<file path="src/rtl/multicycle_ctrl.sv">
// multicycle_ctrl: multi-cycle control FSM for the mips_cpu datapath.
// Sequences each instruction through fetch, decode, execute, memory and write-back.
// It drives the ALU operand muxes and select, and runs the memory req/ready handshake.
// It raises overflow, illegal-instruction and memory-timeout exceptions.
// Ports:
//   clk, rst_n                 clock (rising edge), async active-low reset
//   i_opcode/i_funct/i_rt_field IR fields, valid from DECODE onward
//   i_alu_zero/ge/overflow     ALU flags
//   i_mem_ready                memory completes the current request this cycle
//   o_mem_req/we, o_iord       memory request, write, address select (1 = ALUOut)
//   o_ir_write, o_pc_write, o_pc_src   IR/PC load controls
//   o_alu_src_a/b, o_alu_sel, o_ext_sel ALU operand/function controls
//   o_reg_write, o_reg_dst, o_mem_to_reg register-file write controls
//   o_exc_valid, o_exc_cause   one-cycle exception pulse and cause
//   o_state                    current state (debug)
module multicycle_ctrl #(
    parameter int unsigned MEM_WAIT_MAX = 0
) (
    input  logic       clk,
    input  logic       rst_n,
    input  logic [5:0] i_opcode,
    input  logic [5:0] i_funct,
    input  logic [4:0] i_rt_field,
    input  logic       i_alu_zero,
    input  logic       i_alu_ge,
    input  logic       i_alu_overflow,
    input  logic       i_mem_ready,
    output logic       o_mem_req,
    output logic       o_mem_we,
    output logic       o_iord,
    output logic       o_ir_write,
    output logic       o_pc_write,
    output logic [1:0] o_pc_src,
    output logic       o_alu_src_a,
    output logic [2:0] o_alu_src_b,
    output logic [2:0] o_alu_sel,
    output logic       o_ext_sel,
    output logic       o_reg_write,
    output logic       o_reg_dst,
    output logic       o_mem_to_reg,
    output logic       o_exc_valid,
    output logic [1:0] o_exc_cause,
    output logic [3:0] o_state
);

    localparam int unsigned WAIT_W = (MEM_WAIT_MAX > 1) ? $clog2(MEM_WAIT_MAX) : 1;
    localparam logic [WAIT_W-1:0] WAIT_LAST = WAIT_W'((MEM_WAIT_MAX == 0) ? 0 : MEM_WAIT_MAX - 1);

    localparam logic [2:0] ALU_ADD = 3'd0;
    localparam logic [2:0] ALU_SUB = 3'd1;
    localparam logic [2:0] ALU_OR  = 3'd2;
    localparam logic [2:0] ALU_SLT = 3'd3;
    localparam logic [2:0] ALU_SAR = 3'd4;

    localparam logic [5:0] OP_RTYPE  = 6'b000000;
    localparam logic [5:0] OP_REGIMM = 6'b000001;
    localparam logic [5:0] OP_J      = 6'b000010;
    localparam logic [5:0] OP_BEQ    = 6'b000100;
    localparam logic [5:0] OP_ADDI   = 6'b001000;
    localparam logic [5:0] OP_ADDIU  = 6'b001001;
    localparam logic [5:0] OP_ORI    = 6'b001101;
    localparam logic [5:0] OP_LW     = 6'b100011;
    localparam logic [5:0] OP_SW     = 6'b101011;

    localparam logic [5:0] FN_ADD  = 6'b100000;
    localparam logic [5:0] FN_ADDU = 6'b100001;
    localparam logic [5:0] FN_SUBU = 6'b100011;
    localparam logic [5:0] FN_OR   = 6'b100101;
    localparam logic [5:0] FN_SLT  = 6'b101010;
    localparam logic [5:0] FN_SRAV = 6'b000111;

    typedef enum logic [3:0] {
        S_IDLE     = 4'd0,
        S_FETCH    = 4'd1,
        S_DECODE   = 4'd2,
        S_EXEC_R   = 4'd3,
        S_EXEC_I   = 4'd4,
        S_MEM_ADDR = 4'd5,
        S_MEM_RD   = 4'd6,
        S_MEM_WR   = 4'd7,
        S_WB_MEM   = 4'd8,
        S_WB_ALU   = 4'd9,
        S_BRANCH   = 4'd10,
        S_JUMP     = 4'd11,
        S_TRAP     = 4'd12
    } state_t;

    state_t            r_state;
    state_t            w_next;
    logic              r_ovf;
    logic [1:0]        r_cause;
    logic [WAIT_W-1:0] r_wait;
    logic              w_set_cause;
    logic [1:0]        w_new_cause;

    // Instruction classification from the IR fields
    logic w_is_rtype, w_is_itype, w_is_beq, w_is_bgez, w_timeout;
    assign w_is_rtype = (i_opcode == OP_RTYPE) &&
                        (i_funct == FN_ADD || i_funct == FN_ADDU || i_funct == FN_SUBU ||
                         i_funct == FN_OR  || i_funct == FN_SLT  || i_funct == FN_SRAV);
    assign w_is_itype = (i_opcode == OP_ADDI) || (i_opcode == OP_ADDIU) || (i_opcode == OP_ORI);
    assign w_is_beq   = (i_opcode == OP_BEQ);
    assign w_is_bgez  = (i_opcode == OP_REGIMM) && (i_rt_field == 5'b00001);

    // Timeout fires only on the last allowed wait cycle; a same-cycle ready wins
    assign w_timeout = (MEM_WAIT_MAX != 0) && !i_mem_ready && (r_wait == WAIT_LAST);

    assign o_state = r_state;

    // State register, overflow latch, exception cause and wait counter
    always_ff @(posedge clk or negedge rst_n) begin
        if (!rst_n) begin
            r_state <= S_IDLE;
            r_ovf   <= 1'b0;
            r_cause <= 2'd0;
            r_wait  <= '0;
        end else begin
            r_state <= w_next;
            if (r_state == S_EXEC_R)
                r_ovf <= (i_funct == FN_ADD) && i_alu_overflow;
            else if (r_state == S_EXEC_I)
                r_ovf <= (i_opcode == OP_ADDI) && i_alu_overflow;
            if (w_set_cause)
                r_cause <= w_new_cause;
            // Counter restarts whenever a state is entered
            if (w_next != r_state)
                r_wait <= '0;
            else
                r_wait <= r_wait + WAIT_W'(1);
        end
    end

    // Next-state and Moore output decode
    always_comb begin
        w_next       = r_state;
        w_set_cause  = 1'b0;
        w_new_cause  = 2'd0;
        o_mem_req    = 1'b0;
        o_mem_we     = 1'b0;
        o_iord       = 1'b0;
        o_ir_write   = 1'b0;
        o_pc_write   = 1'b0;
        o_pc_src     = 2'b00;
        o_alu_src_a  = 1'b0;
        o_alu_src_b  = 3'b000;
        o_alu_sel    = ALU_ADD;
        o_ext_sel    = 1'b0;
        o_reg_write  = 1'b0;
        o_reg_dst    = 1'b0;
        o_mem_to_reg = 1'b0;
        o_exc_valid  = 1'b0;
        o_exc_cause  = 2'd0;
        case (r_state)
            S_IDLE: w_next = S_FETCH;
            S_FETCH: begin
                o_mem_req   = 1'b1;
                o_alu_src_b = 3'b001;
                if (i_mem_ready) begin
                    o_ir_write = 1'b1;
                    o_pc_write = 1'b1;
                    w_next     = S_DECODE;
                end else if (w_timeout) begin
                    w_next      = S_TRAP;
                    w_set_cause = 1'b1;
                    w_new_cause = 2'd3;
                end
            end
            S_DECODE: begin
                o_alu_src_b = 3'b011;
                o_ext_sel   = 1'b1;
                if (w_is_rtype)                                   w_next = S_EXEC_R;
                else if (w_is_itype)                              w_next = S_EXEC_I;
                else if (i_opcode == OP_LW || i_opcode == OP_SW)  w_next = S_MEM_ADDR;
                else if (w_is_beq || w_is_bgez)                   w_next = S_BRANCH;
                else if (i_opcode == OP_J)                        w_next = S_JUMP;
                else begin
                    w_next      = S_TRAP;
                    w_set_cause = 1'b1;
                    w_new_cause = 2'd2;
                end
            end
            S_EXEC_R: begin
                o_alu_src_a = 1'b1;
                case (i_funct)
                    FN_SUBU: o_alu_sel = ALU_SUB;
                    FN_OR:   o_alu_sel = ALU_OR;
                    FN_SLT:  o_alu_sel = ALU_SLT;
                    FN_SRAV: o_alu_sel = ALU_SAR;
                    default: o_alu_sel = ALU_ADD;
                endcase
                w_next = S_WB_ALU;
            end
            S_EXEC_I: begin
                o_alu_src_a = 1'b1;
                o_alu_src_b = 3'b010;
                if (i_opcode == OP_ORI) begin
                    o_alu_sel = ALU_OR;
                end else begin
                    o_ext_sel = 1'b1;
                end
                w_next = S_WB_ALU;
            end
            S_WB_ALU: begin
                if (r_ovf) begin
                    w_next      = S_TRAP;
                    w_set_cause = 1'b1;
                    w_new_cause = 2'd1;
                end else begin
                    o_reg_write = 1'b1;
                    o_reg_dst   = (i_opcode == OP_RTYPE);
                    w_next      = S_FETCH;
                end
            end
            S_MEM_ADDR: begin
                o_alu_src_a = 1'b1;
                o_alu_src_b = 3'b010;
                o_ext_sel   = 1'b1;
                w_next      = (i_opcode == OP_LW) ? S_MEM_RD : S_MEM_WR;
            end
            S_MEM_RD, S_MEM_WR: begin
                o_mem_req = 1'b1;
                o_iord    = 1'b1;
                o_mem_we  = (r_state == S_MEM_WR);
                if (i_mem_ready) begin
                    w_next = (r_state == S_MEM_RD) ? S_WB_MEM : S_FETCH;
                end else if (w_timeout) begin
                    w_next      = S_TRAP;
                    w_set_cause = 1'b1;
                    w_new_cause = 2'd3;
                end
            end
            S_WB_MEM: begin
                o_reg_write  = 1'b1;
                o_mem_to_reg = 1'b1;
                w_next       = S_FETCH;
            end
            S_BRANCH: begin
                o_alu_src_a = 1'b1;
                o_pc_src    = 2'b01;
                if (w_is_beq) begin
                    o_alu_sel  = ALU_SUB;
                    o_pc_write = i_alu_zero;
                end else begin
                    o_alu_src_b = 3'b100;
                    o_pc_write  = i_alu_ge;
                end
                w_next = S_FETCH;
            end
            S_JUMP: begin
                o_pc_write = 1'b1;
                o_pc_src   = 2'b10;
                w_next     = S_FETCH;
            end
            S_TRAP: begin
                o_exc_valid = 1'b1;
                o_exc_cause = r_cause;
                o_pc_write  = 1'b1;
                o_pc_src    = 2'b11;
                w_next      = S_FETCH;
            end
            default: w_next = S_IDLE;
        endcase
    end

endmodule

</file>
<file path="config.mk">
export PLATFORM = sky130hd
export DESIGN_NAME = multicycle_ctrl
export DESIGN_NICKNAME = d
export VERILOG_FILES = /design/src/rtl/multicycle_ctrl.sv
export SDC_FILE = /design/constraint.sdc
export NUM_CORES = 1
export LEC_CHECK = 0
export CAP_MARGIN = 40
export CORE_MARGIN = 2
export CORE_UTILIZATION = 41
export DETAILED_ROUTE_END_ITERATION = 10
export PLACE_DENSITY = 0.81
export SYNTH_ARGS = -nofsm -noshare
export SYNTH_HDL_FRONTEND = slang
export SYNTH_SLANG_ARGS = --single-unit
</file>
<file path="constraint.sdc">
create_clock -name clk -period 2.2 [get_ports clk]
set_clock_uncertainty 0.05 [all_clocks]
set_input_delay 0.44 -clock clk [delete_from_list [all_inputs] [get_ports clk]]
set_output_delay 0.44 -clock clk [all_outputs]
set_load 0.02 [all_outputs]
</file>
==> results of run 1 <==
-- layer usage --
layer | share of wire (%) | vias to the layer above | track usage [%] | wire [um]
li1 | - | 698 | - | -
met1 | 35 | 725 | 35.8 | 1590
met2 | 51 | 106 | 61.9 | 2320
met3 | 7.5 | 30 | 3.95 | 338
met4 | 5.6 | 0 | 13.2 | 253
met5 | 0 | - | 0 | 0
-- registers in the layout, indices dropped and copies added (netlist names) --
name and cells:
r_ovf 1, r_cause 2, o_state 4
-- what timing repair did --
item / in CTS / in global routing
endpoints found under the setup margin: 21 / 16
pin swaps: 6 / 7
buffers inserted: 2 / 4
resized for setup: 77 / 27
-- power by group through the flow --
stage	Combinational, W	Sequential [W]	Clock (W)
after detailed placement	0.00154	0.000243	0
final	0.00155	0.000251	0.000130
after CTS	0.00149	0.000246	0.000127
after floorplan	0.000766	0.000258	0
after global placement	0.00149	0.000241	0
after global routing	0.00165	0.000257	0.000132
-- placed cells by master (no fill, tap or decap), drive strengths merged, types with 2 or more instances in the layout --
cell / count
clkdlybuf4s50: 15
inv: 7
buf: 57
o32ai: 2
dlygate4sd2: 9
dfrtp: 7
clkdlybuf4s15: 4
mux2: 2
nor3b: 3
nand2b: 8
and2: 3
or3: 3
nor2: 21
a211oi: 2
o21ai: 4
nor3: 5
xnor2: 3
nand2: 13
a21oi: 11
and3: 2
o22ai: 2
nor2b: 6
mux2i: 3
clkbuf: 11
dlymetal6s2s: 4
nand3: 8
nand3b: 2
nor4: 3
-- per-stage QoR --
step	cell area, um2	setup TNS, ns	instances
after global placement	1800	-3.85	254
after global routing	1890	-0.249	264
final	1890	-0.0461	264
after floorplan	1010	0	143
after detailed placement	1800	-4.49	254
after CTS	1840	-0.0870	260
-- logic make-up after synthesis --
kind of cell,after synthesis,synth area share [%]
multiplexers,5,5.25
flip-flops,7,17.5
buffers and inverters,14,5.87
XOR/XNOR,4,3.50
AO/OA/AOI/OAI,33,24.5
AND/OR/NAND/NOR,79,42.3
adder cells (fa/ha/maj),1,1.12
-- worst reg2reg max path, cell delays in order, from the launching register on --
cell and delay (ns):
dfrtp_2 0.44, buf_4 0.17, inv_2 0.11, nand2_1 0.11, buf_4 0.15, or3_1 0.35
a22o_1 0.24
-- worst min path at each step --
stage | startpoint | end | slack [ns] | cells past startpoint
after floorplan | rst_n | o_state[0] | 0.09 | 0
after global placement | r_cause[1] | r_cause[1] | 0.43 | 1
after detailed placement | r_cause[1] | r_cause[1] | 0.46 | 1
after CTS | rst_n | r_cause[0] | 0.38 | 1
after global routing | rst_n | r_cause[0] | 0.40 | 1
final | rst_n | r_cause[0] | 0.38 | 1
-- cell type report --
type	instances	share of cell area (%)
timing repair buffer	96	41.1
clock buffer	4	1.39
multi-input combinational	122	44.9
inverter	7	1.39
tap	28	1.85
sequential	7	9.33
==> flow_summary.yaml, run 1 <==
cts:
  cts-buffers-inserted: 3
  ctsHoldBuffers: 0
  clkSinkCount: 7
  clock_latency_ns: 0.27
  clock_path_buffers: 2
  cts_tree: "yes"
  cts_max_level: 1
  cts.clk_slew.worst_paths_ns: 0.07
  cts-root-buf: "clkbuf_4"
power:
  switching_power_w: 0.000986
  combinationalPowerShare_pct: 80.3
  p_clk_share_pct: 6.7
  intPower_w: 0.000950
  p_leak_nw: 0.902
  finalPower_w: 0.00194
  ir_drop_mv: 0.740
  switching_share_pct: 50.9
  power_frac_seq_pct: 13.0
  power_density_nw_per_um2: 1020
timing:
  worstMarginPinSlew_ns: 0.343
  hold_slack_ns: 0.382
  finalHoldViolations: 0
  max_slew_margin_pct: 77.0
  rsz0062_at_grt: "true"
  setup_viol: 2
  slew_violations: 0
  fmax_mhz: 450
  period_needed_ns: 2.22
  post-route-period-util_pct: 101
  layout_setup_ws_ns: -0.0245
floorplanning:
  dieArea_um2: 2850
  die_h_um: 53.4
  boundaryPins: 48
  die_w_um: 53.4
  rows: 17
  fp.coreArea_um2: 2250
  initial_core_util_pct: 44.4
logic_synthesis:
  synth_area_leaders: "dfrtp_1 (18%), nor2_1 (7.9%), a21oi_1 (5.0%), nand2_1 (4.9%), nand2b_1 (4.4%)"
  yosysTopAreaCell: "dfrtp_1"
  synth.most_common_cell: "nor2_1"
  synth.distinct_cells: 49
  async_reset_ff_share_pct: 100
  synth_edf_count: 0
  synth_fp_nets: 166
  netlist_top_cells_count: "nor2_1 (21), nand2_1 (13), a21oi_1 (10)"
  yosysSeqAreaShare_pct: 17.5
  syn_area_um2: 1000
  syn_inst: 143
  synth_warnings: 0
  ys_ff_latch: 7
  yosys_most_used_dff: "dfrtp_1"
  synth_top_area_share_pct: 17.5
  postSynthAreaPerCell_um2: 7.00
critical_path:
  crit_buf_inv: 1
  cp-start-kind: "flop"
  reg2reg_setup_slack_ns: 0.46
  worstPathCellList: "nand2b_4 -> or3_1 -> a211oi_1 -> buf_2"
  rr_worst_depth: 6
  critPathRequiredTime_ns: 1.71
  crit_family: "simple AND/OR/NAND/NOR gates"
  startpoint: "o_state[0]"
  endpoint_kind: "output port"
  crit_arrival_ns: 1.73
  crit_fanout: 4
  path_depth: 4
  crit_type: "flop to output port"
  reg2reg_to: "r_cause[1]"
  cpMaxStageDelayCell: "dfrtp_1"
  slowest_delay_ns: 0.42
  endpoint: "o_ext_sel"
  r2r_start: "o_state[1]"
route:
  vias: 1559
  drt_iter0_drc: 79
  via_per_inst: 5.91
  wl_per_cell_um: 17.1
  ant_nets: 0
  firstDrtPassIters: 4
  drc: 0
  wl_um: 4510
cells_and_area:
  area_growth_pct: 88.9
  fillers: 138
  post-route-util_pct: 83.9
  drive_gt1_share_pct: 39.4
  n_antenna_cell: 0
  ff_latch_area_um2: 176
  finalNetCount: 260
  multi_input_area_um2: 850
global_routing:
  grt.total_usage_pct: 32.6
  grt_pass1_wl_um: 6820
  antenna_found_initial: 0
  grt_pass1_vias: 1541
  grt-ovfl-total: 0
  grt_max_degree: 16
outcome:
  failed_checks: "setup timing"
  status: "complete, but fails checks"
placement:
  place_congestion: 0.925
  hpwl_um: 3160
  io_buffers: 47
  pre_cts_ws_ns: -0.724
hold_path:
  min_path_type: "input pin to async pin"
run:
  maxCapViolations: 0
Note: power is estimated with default switching activity, not from simulation.
==> inputs of run 2 (changes only) <==
Settings changed: HOLD_SLACK_MARGIN from default to 0.08.
Clock period 2.2 ns to 2.3 ns, I/O delays scaled along.
==> flow_summary.yaml, run 2 (synthesized netlist as in run 1, its figures left out) <==
placement:
  hpwl_um: 2950
  place_congestion: 0.914
  io_buffers: 47
  dp_cells: 250
  dpl-instance-area_um2: 1770
route:
  drt_iter0_drc: 43
  via_per_inst: 5.65
  drc: 0
  wl_um: 3920
  firstDrtPassIters: 4
  ant_nets: 0
  wl_per_cell_um: 15.3
  vias: 1447
cts:
  cts-buffers-inserted: 3
  cts_tree: "yes"
  cts.clk_slew.worst_paths_ns: 0.07
  cts-root-buf: "clkbuf_4"
  ctsHoldBuffers: 0
  clock_path_buffers: 2
  clkSinkCount: 7
  clock_latency_ns: 0.27
  cts_max_level: 1
timing:
  max_slew_margin_pct: 77.7
  slew_violations: 0
  setup_viol: 1
  rsz0062_at_grt: "true"
  fmax_mhz: 418
  post-route-period-util_pct: 104
  finalHoldViolations: 0
  period_needed_ns: 2.39
  worstMarginPinSlew_ns: 0.333
  layout_setup_ws_ns: -0.0901
power:
  switching_share_pct: 49.7
  combinationalPowerShare_pct: 79.5
  ir_drop_mv: 0.681
  p_leak_nw: 0.893
  power_density_nw_per_um2: 959
  power_frac_seq_pct: 13.5
  intPower_w: 0.000885
  p_clk_share_pct: 7.0
  finalPower_w: 0.00176
  switching_power_w: 0.000875
critical_path:
  worstPathCellList: "clkdlybuf4s50_1 -> nand3_1 -> a2111oi_4 -> a21oi_1 -> nor2_1 -> buf_4"
  endpoint_kind: "output port"
  cpMaxStageDelayCell: "clkdlybuf4s50_1"
  crit_arrival_ns: 1.88
  cp-start-kind: "input pin"
  crit_type: "input pin to output port"
  slowest_delay_ns: 0.53
  crit_family: "buffers and inverters"
  crit_fanout: 3
  critPathRequiredTime_ns: 1.79
  crit_buf_inv: 2
cells_and_area:
  finalNetCount: 252
  layout_common_cells: "buf_4 (41), nor2_1 (18), clkdlybuf4s50_1 (17)"
  drive_gt1_share_pct: 33.8
  post-route-util_pct: 81.4
  final_cells: 256
  stdcell_area_um2: 1840
  largest_reg_flops: 4
  n_antenna_cell: 0
  area_growth_pct: 83.4
  layout_commonest_cell: "buf_4"
floorplanning:
  fp.coreArea_um2: 2250
  rows: 17
  die_h_um: 53.4
  boundaryPins: 48
  die_w_um: 53.4
  initial_core_util_pct: 44.4
  dieArea_um2: 2850
outcome:
  status: "complete, but fails checks"
  failed_checks: "setup timing"
global_routing:
  grt_pass1_wl_um: 6150
  grt_pass1_vias: 1390
  grt.total_usage_pct: 29.2
  antenna_found_initial: 0
  grt_max_degree: 16
  grt-ovfl-total: 0
run:
  maxCapViolations: 0
hold_path:
  min_path_type: "input pin to async pin"
[run 2: cell types whose count changed in the layout (fill, tap and decap cells not counted), moves of 2 or more]
| cell | delta |
|---|---|
| buf_4 | -8 |
| dlygate4sd2_1 | +5 |
| buf_2 | -3 |
| clkdlybuf4s15_1 | -2 |
| clkdlybuf4s15_2 | -2 |
| clkdlybuf4s50_1 | +2 |
[run 2: power groups by stage]
stage,clock network [W],registers [W],logic [W]
floorplan,0,0.000247,0.000733
global placement,0,0.000231,0.00139
detailed placement,0,0.000232,0.00141
CTS,0.000116,0.000231,0.00137
global route,0.000128,0.000245,0.00151
finish,0.000123,0.000238,0.00140
[run 2: path summary, 6_finish.rpt]
path,start,slack [ns],end,cells after the start
max,i_funct[1],-0.09,o_alu_sel[1],6
min,rst_n,0.40,r_ovf,1
max reg2reg,o_state[1],0.56,o_state[3],7
min reg2reg,r_cause[1],0.47,r_cause[1],1
max in group asynchronous,rst_n,1.53,o_state[1],1
min in group clk,r_cause[1],0.47,r_cause[1],1
[run 2: what timing repair did]
item	in CTS	in global routing
cloned	0	0
setup buffers	1	1
endpoints found under the setup margin	19	9
pin swaps	5	6
gates resized for setup	59	21
[run 2: per-stage QoR]
stage | worst slack (ns) | hold WS [ns] | TNS [ns]
floorplan | 0.0924 | 0.114 | 0
global placement | -0.599 | 0.433 | -3.28
detailed placement | -0.698 | 0.446 | -3.70
CTS | -0.137 | 0.422 | -0.137
global route | -0.150 | 0.424 | -0.166
finish | -0.0901 | 0.400 | -0.0901
[run 2: worst reg2reg max path, cell delays in order (launching register included)]
cell and delay, ns:
dfrtp_2 0.45, buf_4 0.17, inv_2 0.09, nand2_1 0.09
buf_4 0.15, or3_1 0.36, o21ai_0 0.15, o21a_1 0.16
[run 2: final cells by class]
cell class / count / area (um2)
Sequential cell: 7 / 176
Clock buffer: 4 / 26.3
Inverter: 7 / 26.3
Fill cell: 157 / 419
Multi-Input combinational cell: 122 / 841
Timing Repair Buffer: 88 / 731
Tap cell: 28 / 35.0
[run 2: layer usage]
metal,vias to the layer above,wire length [um],global-route usage (%)
met2,64,2060,54.9
met4,0,42,7.69
met3,6,243,5.37
met5,-,0,0
li1,683,-,-
met1,694,1580,33.0
